### config.mk
export PLATFORM = sky130hd
export DESIGN_NAME = vram_slot_arbiter_flat
export DESIGN_NICKNAME = d
export VERILOG_FILES = /design/src/rtl/vram_slot_arbiter_if.sv /design/src/rtl/vram_slot_arbiter.sv /design/src/flat_wrapper.sv
export SDC_FILE = /design/constraint.sdc
export NUM_CORES = 1
export LEC_CHECK = 0
export ABC_AREA = 1
export CAP_MARGIN = 40
export CELL_PAD_IN_SITES_DETAIL_PLACEMENT = 1
export CELL_PAD_IN_SITES_GLOBAL_PLACEMENT = 2
export CORE_MARGIN = 5
export CORE_UTILIZATION = 27
export CTS_BUF_LIST = sky130_fd_sc_hd__clkbuf_2 sky130_fd_sc_hd__clkbuf_4 sky130_fd_sc_hd__clkbuf_8
export CTS_CLUSTER_SIZE = 16
export DETAILED_ROUTE_END_ITERATION = 16
export DONT_BUFFER_PORTS = 1
export GPL_TIMING_DRIVEN = 0
export MAX_ROUTING_LAYER = met4
export PLACE_DENSITY = 0.81
export SKIP_CTS_REPAIR_TIMING = 1
export SYNTH_ARGS = -nofsm -noshare
export SYNTH_HDL_FRONTEND = slang
export SYNTH_SLANG_ARGS = --single-unit
### constraint.sdc
create_clock -name clk -period 1.9 [get_ports clk]
set_clock_uncertainty 0.05 [all_clocks]
set_input_delay 0.475 -clock clk [delete_from_list [all_inputs] [get_ports clk]]
set_output_delay 0.475 -clock clk [all_outputs]
set_load 0.005 [all_outputs]
### src/rtl/vram_slot_arbiter_if.sv
// vram_slot_arbiter_if
//   Bundles the requester and VRAM-side signals of the VRAM slot arbiter.
//   slave  : the arbiter's view (requests and memory read data in,
//            grants, acks, read-valid strobes and the VRAM bus out).
//   master : the environment's view (requesters plus the VRAM macro).
//
//   bgAddr    background fetch address, used while bgGrant is high
//   bgGrant   VRAM is driven by bgAddr this cycle
//   sprReq    sprite read request; sprAddr its address
//   sprAck    sprite access issued this cycle
//   sprRValid memRData holds sprite data
//   cpuReq    CPU request; cpuWe/cpuAddr/cpuWData describe the access
//   cpuAck    CPU access issued this cycle
//   cpuRValid memRData holds CPU read data
//   memAddr   VRAM address
//   memWe     VRAM write enable
//   memWData  VRAM write data
//   memRData  VRAM read data, one cycle after the address
interface vram_slot_arbiter_if #(
  parameter int ADDR_W = 16,
  parameter int DATA_W = 8
);

  logic [ADDR_W-1:0] bgAddr;
  logic              bgGrant;

  logic              sprReq;
  logic [ADDR_W-1:0] sprAddr;
  logic              sprAck;
  logic              sprRValid;

  logic              cpuReq;
  logic              cpuWe;
  logic [ADDR_W-1:0] cpuAddr;
  logic [DATA_W-1:0] cpuWData;
  logic              cpuAck;
  logic              cpuRValid;

  logic [ADDR_W-1:0] memAddr;
  logic              memWe;
  logic [DATA_W-1:0] memWData;
  logic [DATA_W-1:0] memRData;

  modport slave (
    input  bgAddr, sprReq, sprAddr, cpuReq, cpuWe, cpuAddr, cpuWData, memRData,
    output bgGrant, sprAck, sprRValid, cpuAck, cpuRValid, memAddr, memWe, memWData
  );

  modport master (
    output bgAddr, sprReq, sprAddr, cpuReq, cpuWe, cpuAddr, cpuWData, memRData,
    input  bgGrant, sprAck, sprRValid, cpuAck, cpuRValid, memAddr, memWe, memWData
  );

endinterface

### src/rtl/vram_slot_arbiter.sv
// vram_slot_arbiter
//   Shares a single-port VRAM (1-cycle read latency) between the background
//   fetch pipeline, the sprite fetch unit and the CPU. While a line's fetch
//   window is live, slots 0, 2 and 3 of every 12-cycle tile belong to the
//   background pipeline. Every other cycle is given to the CPU or the sprite
//   unit by round-robin, with a req/ack handshake and a registered
//   read-valid strobe one cycle after the access.
//
//   Ports:
//     clk            video clock
//     reset          synchronous, active-high
//     lineStarting_i one-cycle pulse that (re)starts the background window
//     panOffset_i    fine scroll; nonzero lengthens the window by one tile
//     bus            vram_slot_arbiter_if.slave (requesters + VRAM bus)
//
//   Build option:
//     VRAM_CPU_WRITE_EN  when defined, CPU writes reach the VRAM. When not
//                        defined, memWe/memWData are tied 0 and every CPU
//                        access is treated as a read.
module vram_slot_arbiter #(
  parameter int ADDR_W = 16,
  parameter int DATA_W = 8
) (
  input  logic                  clk,
  input  logic                  reset,
  input  logic                  lineStarting_i,
  input  logic [3:0]            panOffset_i,
  vram_slot_arbiter_if.slave    bus
);

  typedef enum logic [1:0] {
    OWN_NONE = 2'd0,
    OWN_BG   = 2'd1,
    OWN_SPR  = 2'd2,
    OWN_CPU  = 2'd3
  } owner_e;

  typedef enum logic {
    RR_SPR = 1'b0,
    RR_CPU = 1'b1
  } rrLast_e;

  localparam logic [6:0]  TILES_PLAIN  = 7'd40;
  localparam logic [6:0]  TILES_PANNED = 7'd41;
  localparam logic [11:0] SLOT_FIRST   = 12'h001;

  logic [11:0] slot_q, slot_d;
  logic [6:0]  tileCount_q, tileCount_d;
  logic        live_q, live_d;
  owner_e      owner_q, owner_d;
  rrLast_e     rrLast_q, rrLast_d;
  logic        cpuRValid_q, cpuRValid_d;
  logic        sprRValid_q, sprRValid_d;

  logic [6:0]  tileLimit;
  logic [6:0]  tileInc;
  logic        bgNext;
  logic        cpuEligible;
  logic        sprEligible;
  logic        cpuIsRead;

  logic [ADDR_W-1:0] addrMux;
  logic              weMux;
  logic [DATA_W-1:0] wdataMux;

  // State register: slot ring, tile counter, window flag, owner and the
  // round-robin memory. Reset returns to an idle bus with the CPU winning
  // the first tie.
  always_ff @(posedge clk) begin
    if (reset) begin
      slot_q      <= '0;
      tileCount_q <= '0;
      live_q      <= 1'b0;
      owner_q     <= OWN_NONE;
      rrLast_q    <= RR_SPR;
      cpuRValid_q <= 1'b0;
      sprRValid_q <= 1'b0;
    end else begin
      slot_q      <= slot_d;
      tileCount_q <= tileCount_d;
      live_q      <= live_d;
      owner_q     <= owner_d;
      rrLast_q    <= rrLast_d;
      cpuRValid_q <= cpuRValid_d;
      sprRValid_q <= sprRValid_d;
    end
  end

  // Without CPU write support every CPU access is a read.
`ifdef VRAM_CPU_WRITE_EN
  assign cpuIsRead = ~bus.cpuWe;
`else
  assign cpuIsRead = 1'b1;
`endif

  // Next-state logic. The owner for the next cycle is decided now from the
  // next slot position and from the requests seen this cycle, so owner_q is
  // a clean register that drives the bus directly.
  always_comb begin
    slot_d      = slot_q;
    tileCount_d = tileCount_q;
    live_d      = live_q;
    owner_d     = OWN_NONE;
    rrLast_d    = rrLast_q;
    cpuRValid_d = (owner_q == OWN_CPU) && cpuIsRead;
    sprRValid_d = (owner_q == OWN_SPR);

    tileLimit = (panOffset_i != 4'd0) ? TILES_PANNED : TILES_PLAIN;
    tileInc   = tileCount_q + 7'd1;

    if (lineStarting_i) begin
      live_d      = 1'b1;
      slot_d      = SLOT_FIRST;
      tileCount_d = '0;
    end else if (live_q) begin
      slot_d = {slot_q[10:0], slot_q[11]};
      if (slot_q[11]) begin
        tileCount_d = tileInc;
        // The window closes as the last tile wraps, so every tile,
        // including the final one, sees the same slot pattern.
        if (tileInc == tileLimit) begin
          live_d = 1'b0;
          slot_d = '0;
        end
      end
    end

    bgNext = live_d && (slot_d[0] || slot_d[2] || slot_d[3]);

    // A requester acked this cycle may still hold req; it is not eligible
    // again until the following cycle, which prevents a double issue.
    cpuEligible = bus.cpuReq && (owner_q != OWN_CPU);
    sprEligible = bus.sprReq && (owner_q != OWN_SPR);

    if (bgNext) begin
      owner_d = OWN_BG;
    end else if (cpuEligible && sprEligible) begin
      owner_d = (rrLast_q == RR_SPR) ? OWN_CPU : OWN_SPR;
    end else if (cpuEligible) begin
      owner_d = OWN_CPU;
    end else if (sprEligible) begin
      owner_d = OWN_SPR;
    end

    if (owner_d == OWN_CPU) begin
      rrLast_d = RR_CPU;
    end else if (owner_d == OWN_SPR) begin
      rrLast_d = RR_SPR;
    end
  end

  // VRAM bus mux on the registered owner; an idle cycle drives zeros.
  always_comb begin
    addrMux  = '0;
    weMux    = 1'b0;
    wdataMux = '0;
    unique case (owner_q)
      OWN_BG:  addrMux = bus.bgAddr;
      OWN_SPR: addrMux = bus.sprAddr;
      OWN_CPU: begin
        addrMux = bus.cpuAddr;
`ifdef VRAM_CPU_WRITE_EN
        weMux    = bus.cpuWe;
        wdataMux = bus.cpuWData;
`endif
      end
      default: addrMux = '0;
    endcase
  end

  assign bus.memAddr   = addrMux;
  assign bus.memWe     = weMux;
  assign bus.memWData  = wdataMux;

  assign bus.bgGrant   = (owner_q == OWN_BG);
  assign bus.cpuAck    = (owner_q == OWN_CPU);
  assign bus.sprAck    = (owner_q == OWN_SPR);
  assign bus.cpuRValid = cpuRValid_q;
  assign bus.sprRValid = sprRValid_q;

endmodule
### src/flat_wrapper.sv
// flat-port wrapper written by rule: the top's interface ports become plain ports
module vram_slot_arbiter_flat 
#(
  parameter int ADDR_W = 16,
  parameter int DATA_W = 8
)
  (clk, reset, lineStarting_i, panOffset_i, bus_bgAddr, bus_sprReq, bus_sprAddr, bus_cpuReq, bus_cpuWe, bus_cpuAddr, bus_cpuWData, bus_memRData, bus_bgGrant, bus_sprAck, bus_sprRValid, bus_cpuAck, bus_cpuRValid, bus_memAddr, bus_memWe, bus_memWData);
  vram_slot_arbiter_if #(.ADDR_W(ADDR_W), .DATA_W(DATA_W)) bus_i ();
  input  logic clk;
  input  logic reset;
  input  logic lineStarting_i;
  input  logic [3:0] panOffset_i;
  input wire logic [$bits(bus_i.bgAddr)-1:0] bus_bgAddr;
  input wire logic [$bits(bus_i.sprReq)-1:0] bus_sprReq;
  input wire logic [$bits(bus_i.sprAddr)-1:0] bus_sprAddr;
  input wire logic [$bits(bus_i.cpuReq)-1:0] bus_cpuReq;
  input wire logic [$bits(bus_i.cpuWe)-1:0] bus_cpuWe;
  input wire logic [$bits(bus_i.cpuAddr)-1:0] bus_cpuAddr;
  input wire logic [$bits(bus_i.cpuWData)-1:0] bus_cpuWData;
  input wire logic [$bits(bus_i.memRData)-1:0] bus_memRData;
  output wire logic [$bits(bus_i.bgGrant)-1:0] bus_bgGrant;
  output wire logic [$bits(bus_i.sprAck)-1:0] bus_sprAck;
  output wire logic [$bits(bus_i.sprRValid)-1:0] bus_sprRValid;
  output wire logic [$bits(bus_i.cpuAck)-1:0] bus_cpuAck;
  output wire logic [$bits(bus_i.cpuRValid)-1:0] bus_cpuRValid;
  output wire logic [$bits(bus_i.memAddr)-1:0] bus_memAddr;
  output wire logic [$bits(bus_i.memWe)-1:0] bus_memWe;
  output wire logic [$bits(bus_i.memWData)-1:0] bus_memWData;
  assign bus_i.bgAddr = bus_bgAddr;
  assign bus_i.sprReq = bus_sprReq;
  assign bus_i.sprAddr = bus_sprAddr;
  assign bus_i.cpuReq = bus_cpuReq;
  assign bus_i.cpuWe = bus_cpuWe;
  assign bus_i.cpuAddr = bus_cpuAddr;
  assign bus_i.cpuWData = bus_cpuWData;
  assign bus_i.memRData = bus_memRData;
  assign bus_bgGrant = bus_i.bgGrant;
  assign bus_sprAck = bus_i.sprAck;
  assign bus_sprRValid = bus_i.sprRValid;
  assign bus_cpuAck = bus_i.cpuAck;
  assign bus_cpuRValid = bus_i.cpuRValid;
  assign bus_memAddr = bus_i.memAddr;
  assign bus_memWe = bus_i.memWe;
  assign bus_memWData = bus_i.memWData;
  vram_slot_arbiter #(.ADDR_W(ADDR_W), .DATA_W(DATA_W)) u_core (.clk(clk), .reset(reset), .lineStarting_i(lineStarting_i), .panOffset_i(panOffset_i), .bus(bus_i));
endmodule
==> results_dict.tcl <==
set metrics [dict create \
    cap_violations 0 \
    avgSynthCellArea_sq_um 6.303 \
    status "finished clean" \
    rsz0062_at_grt "yes" \
    port_buffers 0 \
    die_height_microns 84.54 \
    critPathTopFamily "simple AND/OR/NAND/NOR gates" \
    synth_warnings 0 \
    yosys.cell_types.count 24 \
    wl_per_cell_microns 12.65 \
    drv_slew 0 \
    synth-edff-count 0 \
    met2_usage_pct 19.15 \
    drc_errors 0 \
    insertion_delay_ns 0.27 \
    antenna_cells 0 \
    ant_nets 0 \
    cp-start-kind "flip-flop" \
    synthMuxAreaShare_pct 0 \
    synth_area_sq_um 1500 \
    rows 27 \
    synth_adder_area_share_pct 0.8340 \
    synthArstFlopShare_pct 0 \
    leakagePower_nw 0.7931 \
    final.min_clock_period_ns 1.878 \
    met1_usage_pct 13.31 \
    synth_top_family_by_area "simple AND/OR/NAND/NOR gates" \
    synth_top_cell_area_share_pct 33.36 \
    clockBufferDepth 2 \
    fin_crit_sh_pct 98.85 \
    die-area_sq_um 7147 \
    relSlewSlack_pct 60.64 \
    grt_max_degree 14 \
    yosys_register_bits 25 \
    irDropWorstVdd_uv 207.7 \
    powerDensity_nw_per_um2 571.0 \
    drt_first_pass_iters 4 \
    path_buf_inv 0 \
    critical-path-max-stage-delay_ns 0.38 \
    cp_data_required_time_ns 1.99 \
    gr-usage-all-layers_pct 11.12 \
    worstMarginPinSlew_ns 0.5882 \
    gp_congestion 0.7206 \
    cts_made_buffers 3 \
    synth_commonest_cells "nand2_1 (90), nand3_1 (31), dfxtp_1 (25)" \
    clkTransAtPathRegs_ns 0.09 \
    overflow 0 \
    criticalPathCategory "reg2reg" \
    h-tree-depth 1 \
    routed_wl_mm 4.214 \
    placedInstanceArea_sq_um 1620 \
    stdcell_count 333 \
    hp-class "in2reg" \
    grt_pass1_wl_mm 6.720 \
    place_hpwl_mm 3.201 \
    grt_pass1_vias 1548 \
    drt-vias-per-instance 4.553 \
    antenna_found_initial 0 \
    drive_above_1_share_pct 23.37 \
    hold_viol 0 \
    first_iter_violations 72 \
    cts_sinks 25 \
    crit_arrival_ns 1.97 \
    synth_xor_area_share_pct 0 \
    synth_compound_area_share_pct 10.34 \
    synthTopCellsByArea "dfxtp_1 (33%), nand2_1 (23%), nand3_1 (10%), a21oi_1 (5.0%), buf_4 (5.0%)" \
    syn_to_final_growth_pct 23.35 \
    total_power_mw 1.057 \
    top_usage_layer "met2" \
    fin_setup_tns_ns 0 \
    cts_tree "yes" \
    synth_top_area_cell "dfxtp_1" \
    yosysSeqAreaShare_pct 33.36 \
    whs_ns 0.3491 \
    postSynthCellCount 238 \
    path_max_fanout 5 \
    nNetsFinal 337 \
    setup_viol 0 \
    use_met3_pct 2.748 \
    dr_total_vias 1516 \
    synth_most_common_cell "nand2_1" \
    start_util_pct 27.58 \
    clock.fmax_mhz 532.5 \
    core_sq_um 5439 \
    design_area_sq_um 1851 \
    critPathCaptureType "flip-flop" \
    cts_root_buf "clkbuf_8" \
    dpl.cell_count 318 \
    synth_simple_gate_area_share_pct 42.87 \
    critPathSlowestCell "dfxtp_4" \
    fill_cells 693 \
    ys.flop_type "dfxtp_1" \
    io_pins 104 \
    crit_chain "ha_4 -> nand3_2 -> o21bai_1 -> nand2_1 -> nor2_4 -> nand3_4 -> nand3_2 -> nand2_1 -> nor2_1 -> nand2_1 -> nand2_2 -> nand2_2 -> nand2_2 -> a21oi_2" \
    die_x_microns 84.54 \
]
==> power by group <==
part	internal [mW]	switching (mW)	leakage (nW)	total, mW
Clock	0.164	0.167	0.0262	0.331
Combinational	0.0744	0.111	0.562	0.185
Sequential	0.532	0.00909	0.205	0.541
==> cell families (layout without fill, tap and decap cells) <==
kind of cell    after synthesis  after routing
compound gates               27             27
other cells                   1              9
flops                        25             25
buf+inv                      37             52
simple gates                147            147
fa+ha+maj                     1              1
==> layout make-up <==
class | count | area [sq um] | share of cell area [%]
well taps | 72 | 90.09 | 4.868
inverters | 20 | 82.58 | 4.462
repair buffers | 11 | 82.58 | 4.462
flip-flops and latches | 25 | 510.5 | 27.59
plain buffers | 17 | 128.9 | 6.964
multi-input cells | 184 | 907.1 | 49.02
clock buffers | 4 | 48.80 | 2.637
==> cells in the final DEF (no fill, tap or decap), drive strengths merged <==
cell type and n:
nand2 94, conb 9, dfxtp 25, clkbuf 7, a31oi 1, inv 17
o211ai 4, o21ai 4, ha 1, nand3 35, clkinvlp 2, clkinv 1
nand4 2, nor2 16, o21bai 2, a21oi 16, buf 25
==> per-stage QoR <==
step	worst slack (ns)	util (%)
2_1_floorplan	0.07580	-
3_3_place_gp	-0.2109	29.79
3_5_place_dp	-0.2306	29.79
4_1_cts	-0.3753	30.69
5_1_grt	-0.1415	34.02
6_report	0.02192	34.02
==> final timing paths <==
kind | from | endpoint | slack [ns] | cells after the start
setup / recovery | u_core.tileCount_q[1]$_SDFFE_PP0P_ | u_core.rrLast_q$_SDFFE_PP0P_ | 0.02 | 14
hold / removal | lineStarting_i | u_core.slot_q[0]$_SDFF_PP0_ | 0.35 | 2
setup reg to reg | u_core.tileCount_q[1]$_SDFFE_PP0P_ | u_core.rrLast_q$_SDFFE_PP0P_ | 0.02 | 14
hold reg to reg | u_core.rrLast_q$_SDFFE_PP0P_ | u_core.rrLast_q$_SDFFE_PP0P_ | 0.41 | 2
==> state kept, by name, summed over array words and instances (netlist names) <==
signal	count
u_core.live_q	1
u_core.bus.cpuRValid	1
u_core.owner_q	2
u_core.rrLast_q	1
u_core.tileCount_q	7
u_core.slot_q	12
u_core.bus.sprRValid	1
==> per-layer routing <==
metal | vias to the layer above | share of wire, %
li1 | 790 | -
met1 | 689 | 43
met2 | 37 | 51
met3 | 0 | 5.9
met4 | 0 | 0
met5 | - | 0
==> worst reg2reg max path: cells and delay by family, from the launching register on <==
| family | cells | cell delay [ns] |
|---|---|---|
| fa+ha+maj | 1 | 0.17 |
| flops | 1 | 0.38 |
| compound gates | 2 | 0.17 |
| simple gates | 11 | 0.97 |
(Power assumes the default switching activity.)
